[config.mk]
export PLATFORM = sky130hd
export DESIGN_NAME = ex_muldiv_unit
export DESIGN_NICKNAME = d
export VERILOG_FILES = /design/src/rtl/muldiv_pkg.sv /design/src/rtl/muldiv_sign_fix.sv /design/src/rtl/ex_muldiv_unit.sv
export SDC_FILE = /design/constraint.sdc
export NUM_CORES = 1
export LEC_CHECK = 0
export ABC_CLOCK_PERIOD_IN_PS = 7100
export BUFFER_PORTS_ARGS = -buffer_cell sky130_fd_sc_hd__buf_2
export CAP_MARGIN = 30
export CORE_ASPECT_RATIO = 2
export CORE_MARGIN = 1.5
export CORE_UTILIZATION = 24
export CTS_BUF_LIST = sky130_fd_sc_hd__clkbuf_16
export CTS_CLUSTER_SIZE = 40
export DETAILED_ROUTE_END_ITERATION = 7
export PLACE_DENSITY = 0.36
export SLEW_MARGIN = 40
export SYNTH_ARGS = -nofsm -noshare
export SYNTH_HDL_FRONTEND = slang
export SYNTH_SLANG_ARGS = --single-unit
[constraint.sdc]
create_clock -name clock -period 7.1 [get_ports clock]
set_input_delay 1.42 -clock clock [delete_from_list [all_inputs] [get_ports clock]]
set_output_delay 1.42 -clock clock [all_outputs]
set_load 0.02 [all_outputs]
[src/rtl/muldiv_pkg.sv]
`timescale 1ns/1ps
// Shared encodings and constants for the EX-stage multiply/divide unit.
package muldiv_pkg;

   localparam logic        OP_MUL    = 1'b0;
   localparam logic        OP_DIV    = 1'b1;
   localparam int unsigned OP_SIGNED = 1;

   typedef enum logic [1:0] {
      ST_IDLE = 2'd0,
      ST_MUL  = 2'd1,
      ST_DIV  = 2'd2,
      ST_DONE = 2'd3
   } state_t;

   // Quotient reported for a divide by zero; truncated to the operand width at use.
   localparam logic [127:0] DIVZ_LO = '1;

endpackage

[src/rtl/muldiv_sign_fix.sv]
`timescale 1ns/1ps
// Conditional two's-complement negate; serves as abs() at launch and sign fixup at the end.
module muldiv_sign_fix #(
   parameter int unsigned W = 32
) (
   input  logic [W-1:0] value,
   input  logic         negate,
   output logic [W-1:0] result
);

   assign result = negate ? (~value + W'(1)) : value;

endmodule

[src/rtl/ex_muldiv_unit.sv]
`timescale 1ns/1ps
// Iterative radix-2 multiply / restoring divide unit for the EX stage.
// Optional signed support is enabled with `define MULDIV_SIGNED_EN.
module ex_muldiv_unit
   import muldiv_pkg::*;
#(
   parameter int unsigned WIDTH = 32
) (
   input  logic             clock,
   input  logic             reset,
   input  logic             start,
   input  logic [1:0]       op,
   input  logic [WIDTH-1:0] opA,
   input  logic [WIDTH-1:0] opB,
   output logic             busy,
   output logic             stall,
   output logic             done,
   output logic             div_by_zero,
   output logic [WIDTH-1:0] hi,
   output logic [WIDTH-1:0] lo
);

   localparam int unsigned W2 = 2 * WIDTH;
   localparam int unsigned CW = $clog2(WIDTH + 1);

   state_t           state, state_d;
   logic [CW-1:0]    cnt;
   logic [W2-1:0]    acc, acc_step;
   logic [WIDTH-1:0] opnd;
   logic             sgn_q, fix_pend, fix_pend_d;
   logic             busy_d, done_d;
   logic             launch, launch_dbz, last_iter, sgn_op;
   logic [WIDTH-1:0] mag_a, mag_b;
   logic [WIDTH-1:0] fix_hi, fix_lo;
   logic [WIDTH:0]   mul_sum, mul_add, div_rem, div_trial;

   assign launch     = (state == ST_IDLE) && start;
   assign launch_dbz = launch && (op[0] == OP_DIV) && (opB == '0);
   assign last_iter  = (cnt == CW'(1));
   assign stall      = busy | (start & (state == ST_IDLE));

`ifdef MULDIV_SIGNED_EN
   logic             neg_q, neg_r, div_q;
   logic [W2-1:0]    prod_fix;
   logic [WIDTH-1:0] quo_fix, rem_fix;

   assign sgn_op = op[OP_SIGNED];

   muldiv_sign_fix #(.W(WIDTH)) u_abs_a (.value(opA), .negate(sgn_op & opA[WIDTH-1]), .result(mag_a));
   muldiv_sign_fix #(.W(WIDTH)) u_abs_b (.value(opB), .negate(sgn_op & opB[WIDTH-1]), .result(mag_b));
   muldiv_sign_fix #(.W(W2))    u_fix_p (.value(acc), .negate(neg_q), .result(prod_fix));
   muldiv_sign_fix #(.W(WIDTH)) u_fix_q (.value(acc[WIDTH-1:0]), .negate(neg_q), .result(quo_fix));
   muldiv_sign_fix #(.W(WIDTH)) u_fix_r (.value(acc[W2-1:WIDTH]), .negate(neg_r), .result(rem_fix));

   assign fix_hi = div_q ? rem_fix : prod_fix[W2-1:WIDTH];
   assign fix_lo = div_q ? quo_fix : prod_fix[WIDTH-1:0];

   // Result sign rules captured at launch: product/quotient by sign XOR, remainder by dividend.
   always_ff @(posedge clock) begin
      if (reset) begin
         neg_q <= 1'b0;
         neg_r <= 1'b0;
         div_q <= 1'b0;
      end else if (launch) begin
         neg_q <= sgn_op & (opA[WIDTH-1] ^ opB[WIDTH-1]);
         neg_r <= sgn_op & opA[WIDTH-1];
         div_q <= (op[0] == OP_DIV);
      end
   end
`else
   logic unused_op_sign;

   assign unused_op_sign = op[OP_SIGNED];
   assign sgn_op         = 1'b0;
   assign mag_a          = opA;
   assign mag_b          = opB;
   assign fix_hi         = acc[W2-1:WIDTH];
   assign fix_lo         = acc[WIDTH-1:0];
`endif

   // One iteration: shift-add for multiply, trial-subtract for divide.
   always_comb begin
      mul_add   = acc[0] ? {1'b0, opnd} : '0;
      mul_sum   = {1'b0, acc[W2-1:WIDTH]} + mul_add;
      div_rem   = acc[W2-1:WIDTH-1];
      div_trial = div_rem - {1'b0, opnd};
      if (state == ST_DIV) begin
         if (!div_trial[WIDTH])
            acc_step = {div_trial[WIDTH-1:0], acc[WIDTH-2:0], 1'b1};
         else
            acc_step = {div_rem[WIDTH-1:0], acc[WIDTH-2:0], 1'b0};
      end else begin
         acc_step = {mul_sum, acc[WIDTH-1:1]};
      end
   end

   // Next-state and registered-output decode.
   always_comb begin
      state_d    = state;
      fix_pend_d = 1'b0;
      case (state)
         ST_IDLE: begin
            if (start) begin
               if (op[0] == OP_DIV)
                  state_d = (opB == '0) ? ST_DONE : ST_DIV;
               else
                  state_d = ST_MUL;
            end
         end
         ST_MUL, ST_DIV: begin
            if (last_iter) begin
               state_d    = ST_DONE;
               fix_pend_d = sgn_q;
            end
         end
         ST_DONE: begin
            if (!fix_pend)
               state_d = ST_IDLE;
         end
         default: state_d = ST_IDLE;
      endcase
      busy_d = (state_d == ST_MUL) || (state_d == ST_DIV);
      done_d = (state_d == ST_DONE) && !fix_pend_d;
   end

   always_ff @(posedge clock) begin
      if (reset) begin
         state       <= ST_IDLE;
         cnt         <= '0;
         acc         <= '0;
         opnd        <= '0;
         sgn_q       <= 1'b0;
         fix_pend    <= 1'b0;
         busy        <= 1'b0;
         done        <= 1'b0;
         div_by_zero <= 1'b0;
         hi          <= '0;
         lo          <= '0;
      end else begin
         state    <= state_d;
         fix_pend <= fix_pend_d;
         busy     <= busy_d;
         done     <= done_d;
         case (state)
            ST_IDLE: begin
               if (start) begin
                  cnt         <= CW'(WIDTH);
                  sgn_q       <= sgn_op;
                  div_by_zero <= launch_dbz;
                  opnd        <= (op[0] == OP_DIV) ? mag_b : mag_a;
                  acc         <= {WIDTH'(0), (op[0] == OP_DIV) ? mag_a : mag_b};
                  if (launch_dbz) begin
                     hi <= opA;
                     lo <= WIDTH'(DIVZ_LO);
                  end
               end
            end
            ST_MUL, ST_DIV: begin
               acc <= acc_step;
               cnt <= cnt - CW'(1);
               if (last_iter && !sgn_q) begin
                  hi <= acc_step[W2-1:WIDTH];
                  lo <= acc_step[WIDTH-1:0];
               end
            end
            ST_DONE: begin
               if (fix_pend) begin
                  hi <= fix_hi;
                  lo <= fix_lo;
               end
            end
            default: ;
         endcase
      end
   end

endmodule

## Word level (Yosys, flattened, before mapping)

Cells that the tools add are included.

| storage, ports and cells | value |
|---|---|
| bits in registers | 171 |
| bits of input ports | 69 |
| logic and storage cells | 58 |

| operators by class | value |
|---|---|
| add/subtract/negate cells | 3 |
| equality and inequality tests | 10 |
| mux-type cells | 22 |
| bitwise logic cells | 3 |
| reduce and logical (&&, ||, !) cells | 11 |

Operator list:

| cell | count |
|---|---|
| two-way mux 32 bit | 9 |
| two-way mux 64 bit | 3 |
| one-hot mux 32 bit (2 select lines) | 2 |
| one-hot mux 64 bit (2 select lines) | 1 |
| adder 32 x 32 -> 33 bit | 1 |
| subtractor 33 x 32 -> 33 bit | 1 |
| zero test 32 bit | 1 |
| one-hot mux 6 bit (2 select lines) | 1 |
| equality test 2 bit, second input constant | 4 |
| equality test 6 x 1 -> 1 bit, second input constant | 1 |
| two-way mux 2 bit | 3 |
| two-way mux 6 bit | 1 |
| != test 2 bit, second input constant | 3 |
| one-hot mux 2 bit (3 select lines) | 1 |
| subtractor 6 x 1 -> 6 bit, second input constant | 1 |
| equality test 2 x 1 -> 1 bit, second input constant | 2 |
| AND reduction 2 bit | 2 |
| AND reduction 4 bit | 1 |
| logical AND 1 bit | 3 |
| zero test 2 bit | 1 |
| nonzero test 2 bit | 1 |
| OR reduction 2 bit | 1 |
| AND 1 bit | 1 |
| logical OR 1 bit | 1 |
| 3 further kinds | 3 |

## Logic depth before layout (Yosys ltp)

| logic depth | value |
|---|---|
| depth in word-level cells | 7 |
| mapped depth | 14 |
| depth with buffers taken out | 13 |

## Worst setup path after synthesis

OpenSTA, ideal clock, no wires.

| timing path | value |
|---|---|
| path type | input port to flip-flop |
| start point | input port opB[6] |
| end point | register hi[4] |
| library setup time | 74 ps |
| data arrival time | 3,132 ps |
| data required time | 7,026 ps |
| setup slack | 3,893 ps |
| cell stages on the path | 9 |
| path buffers | 2 |
| path through | nor4_1 -> nand4_1 -> nor2_1 -> nand3_1 -> a221oi_1 -> clkbuf_1 -> clkbuf_1 -> nand3_1 -> a31oi_1 |

| between the ends | value |
|---|---|
| word-level cells in the longest chain between the ends | 4 |

Ends and longest elaborated chain:

| item | line | text |
|---|---|---|
| start, declared | ex_muldiv_unit.sv:14 | `input logic [WIDTH-1:0] opB,` |
| zero test 32 bit | ex_muldiv_unit.sv:38 | `assign launch_dbz = launch && (op[0] == OP_DIV) && (opB == '0);` |
| logical AND 1 bit | ex_muldiv_unit.sv:38 |  |
| != test 2 bit (no source line) | -- |  |
| AND reduction 4 bit (no source line) | -- |  |
| end signal, assigned | ex_muldiv_unit.sv:153 | `hi <= opA;` |
| end signal, assigned | ex_muldiv_unit.sv:162 | `hi <= acc_step[W2-1:WIDTH];` |
| end signal, assigned | ex_muldiv_unit.sv:168 | `hi <= fix_hi;` |
| end, declared | ex_muldiv_unit.sv:19 | `output logic [WIDTH-1:0] hi,` |

No other way between the ends.
A chain may end at the register's enable or synchronous reset.

## Worst setup path in the final report

| timing path | value |
|---|---|
| start point | register acc[31] |
| end point | register hi[30] |

| between the ends | value |
|---|---|
| word-level cells in the longest chain between the ends | 5 |

Ends and longest elaborated chain:

| item | line | text |
|---|---|---|
| start, declared | ex_muldiv_unit.sv:28 | `logic [W2-1:0] acc, acc_step;` |
| start signal, assigned | ex_muldiv_unit.sv:151 | `acc <= {WIDTH'(0), (op[0] == OP_DIV) ? mag_a : mag_b};` |
| start signal, assigned | ex_muldiv_unit.sv:159 | `acc <= acc_step;` |
| subtractor 33 x 32 -> 33 bit | ex_muldiv_unit.sv:86 | `div_trial = div_rem - {1'b0, opnd};` |
| two-way mux 64 bit | ex_muldiv_unit.sv:88 | `if (!div_trial[WIDTH])` |
| two-way mux 64 bit | ex_muldiv_unit.sv:87 | `if (state == ST_DIV) begin` |
| two-way mux 32 bit | ex_muldiv_unit.sv:161 | `if (last_iter && !sgn_q) begin` |
| one-hot mux 32 bit (2 select lines) | ex_muldiv_unit.sv:144 | `case (state)` |

No other way between the ends. The select of a mux whose other input is x is not followed.

==> flow_metrics.env <==
export IMPL_wl_per_cell_microns=22.0
export IMPL_initial_core_util=0.244
export IMPL_setup_viol=0
export IMPL_design_core_area_sq_um=50100
export IMPL_io_buffer_count=135
export IMPL_h_tree_depth=4
export IMPL_yosysWarnings=0
export IMPL_cts_tree="built"
export IMPL_setup_tns_ns=0
export IMPL_critPathMaxStageDelay_ns=0.68
export IMPL_gr_total_overflow=0
export IMPL_drt_pass1_iter_count=5
export IMPL_maxSlewViolCount=0
export IMPL_grt_pass1_wl_microns=76700
export IMPL_clock_path_buffers=2
export IMPL_min_period_over_period=0.684
export IMPL_crit_path_start_kind="register"
export IMPL_relSlewSlack=0.426
export IMPL_netlist_top_cells_area="dfxtp_1 28%, mux2i_1 8.4%, ha_1 7.2%, a21oi_1 5.7%, nand2_1 5.2%"
export IMPL_worstMarginPinSlew_ns=0.852
export IMPL_synth_mux_area_frac=0.0844
export IMPL_synth_edf_count=0
export IMPL_rsz0062_at_grt="no"
export IMPL_design_area_sq_um=14100
export IMPL_min_path_type="reg -> reg"
export IMPL_dp_hpwl_microns=37900
export IMPL_hold_ws_ns=0.452
export IMPL_finalPower_w=0.00628
export IMPL_max_freq_mhz=206
export IMPL_outcome="complete, no violations"
export IMPL_clk_pin_slew_ns=0.07
export IMPL_drive_above_1_share=0.132
export IMPL_r2r_slack_ns=2.25
export IMPL_worstPathRequired_ns=7.49
export IMPL_grt_max_degree=69
export IMPL_nNetsFinal=1792
export IMPL_crit_start="acc[31]"
export IMPL_dpl_cell_area_sq_um=13500
export IMPL_synthAdderAreaFrac=0.0750
export IMPL_route_vias_total=11900
export IMPL_ys_types=82
export IMPL_synth_seq_area_share=0.280
export IMPL_worstReg2RegStart="acc[31]"
export IMPL_grt_pass1_vias=12300
export IMPL_fin_crit_ns=4.85
export IMPL_use_met3=0.0202
export IMPL_dieWidth_microns=162
export IMPL_critPathSlowestCell="nand2_1"
export IMPL_gp_congestion=0.883
export IMPL_yosys_area_share_simple=0.214
export IMPL_antenna_found_initial=3
export IMPL_cts_root_buf="clkbuf_16"
export IMPL_drc_errors=0
export IMPL_cp_end_kind="register"
export IMPL_synth_top_area_share=0.280
export IMPL_cts_setup_buffers=0
export IMPL_finalHoldViolCount=0
export IMPL_synth_top_family_by_area="compound AO/OA/AOI/OAI gates"
export IMPL_cts_buffers=17
export IMPL_ys_ff_latch=171
export IMPL_worstPathArrival_ns=5.25
export IMPL_fillers=5519
export IMPL_critPathBufInv=2
export IMPL_drv_cap=0
export IMPL_netlist_instances=1586
export IMPL_avgSynthCellArea_sq_um=7.70
export IMPL_use_met1=0.224
export IMPL_syn_to_final_growth_pct=15.5
export IMPL_track_usage=0.196
export IMPL_powerDensity_nw_per_um2=445
export IMPL_path_cells="inv_1 -> ha_1 -> inv_1 -> fa_1 -> a211o_1 -> a211o_1 -> a22oi_4 -> or3b_1 -> o211a_1 -> nand2_1 -> o311ai_1 -> o211ai_1 -> a21oi_1"
export IMPL_die_h_microns=322
export IMPL_cts_resized_gates=0
export IMPL_top_usage_layer="met2"
export IMPL_synth_nets=1727
export IMPL_synth_compound_area_frac=0.256
export IMPL_insertion_delay_ns=0.47
export IMPL_dieArea_sq_um=52300
export IMPL_async_reset_ff_frac=0
export IMPL_ant_nets=0
export IMPL_dp_cells=2280
export IMPL_p_leak_nw=6.09
export IMPL_wl_microns=50800
export IMPL_fin_skew_ns=0.0125
export IMPL_cts_hold_buf=0
export IMPL_peakVddDrop_mv=0.196
export IMPL_placementRows=116
export IMPL_dr_first_iter_drc_count=625
export IMPL_use_met2=0.364
export IMPL_cts_sinks=171
export IMPL_synth_flop_cell="dfxtp_1"
export IMPL_min_from="acc[31]"
export IMPL_io_pins=137
export IMPL_stdcell_count=2315
export IMPL_yosys_area_top_type="dfxtp_1"
export IMPL_crit_fanout=13
export IMPL_synth_xor_area_frac=0.0359
export IMPL_critPathTopFamily="compound AO/OA/AOI/OAI gates"
export IMPL_syn_cell_area_sq_um=12200
export IMPL_vias_per_cell=5.14
export IMPL_worstSetupPathType="reg -> reg"
==> report_power, final <==
part	switching, W	internal, W	total, W
logic	0.00251	0.00124	0.00375
clock network	0.000451	0.000511	0.000962
registers	0.000282	0.00129	0.00157
total	0.00324	0.00303	0.00628
==> path summary, 6_finish.rpt <==
kind | cells after the start | endpoint
min | 2 | acc[31]
min reg2reg | 2 | acc[31]
max | 13 | hi[30]
max reg2reg | 13 | hi[30]
==> per-stage QoR <==
step                       util  setup slack, ns
after floorplan               -             3.89
after global placement    0.269             2.28
after detailed placement  0.270             2.28
after CTS                 0.281             2.28
after global routing      0.282             2.15
final                     0.282             2.25
==> Yosys cell counts, types with 4 or more instances <==
cell type,count
a211o_1,11
a211oi_1,52
a21boi_0,5
a21o_1,49
a21oi_1,140
a221o_1,5
a221oi_1,4
a22o_1,15
a31oi_1,25
and2_1,40
and3_1,12
and4_1,14
buf_1,11
buf_2,9
clkbuf_1,86
dfxtp_1,171
ha_1,70
inv_1,59
mux2i_1,103
nand2_1,168
nand2b_1,9
nand3_1,63
nand4_1,13
nor2_1,151
nor2b_1,7
nor3_1,47
nor4_1,10
o211ai_1,16
o21a_1,8
o21ai_0,53
o21ai_1,17
o21bai_1,5
o22ai_1,4
o31a_1,4
o31ai_1,4
or3_1,7
xnor2_1,37
xor2_1,13
==> layer usage <==
metal / vias up / share of wire / wire length [microns]
li1: 5885 / - / -
met3: 75 / 0.027 / 1390
met1: 5691 / 0.42 / 21100
met5: - / 0.00030 / 15
met4: 2 / 0.035 / 1790
met2: 245 / 0.52 / 26500
==> sequential cells by signal, summed over array words and instances, names as in the netlist, 2 cells and up <==
register	flops
hi	32
state	2
opnd	32
cnt	6
lo	32
acc	64
==> layout by cell type, fill, tap and decap left out, drive strengths merged, types with 47 or more instances in the layout <==
cell type    n
a211oi      54
a21o        49
a21oi      140
buf        155
dfxtp      171
ha          70
inv         63
mux2i      103
nand2      168
nand3       63
nor2       152
nor3        47
o21ai       70
==> worst reg2reg max path: cells and delay by family (launching register included) <==
| kind | cells | cell delay [ns] |
|---|---|---|
| AOI/OAI and AO/OA | 7 | 2.60 |
| adders and majority gates | 2 | 0.68 |
| buffers and inverters | 2 | 0.29 |
| DFF | 1 | 0.31 |
| and+or+nand+nor | 2 | 0.90 |
==> cells by family (layout without fill, tap and decap cells) <==
| family | Yosys count | count (layout) |
|---|---|---|
| buf+inv | 170 | 248 |
| fa+ha+maj | 72 | 72 |
| other cells | 0 | 2 |
| flops | 171 | 171 |
| compound gates | 464 | 464 |
| simple gates | 556 | 556 |
| mux | 103 | 103 |
| xor+xnor | 50 | 50 |
==> cell type report <==
cell class	instances	area, sq um	area share
inverters	61	229	0.0162
clock inverters	15	135	0.00958
clock buffers	17	425	0.0302
multi-input cells	1245	8210	0.583
well taps	649	812	0.0576
diodes	2	5.00	0.000355
repair buffers	155	855	0.0606
flip-flops and latches	171	3420	0.243
No activity file was read; power rests on OpenSTA's default activity.
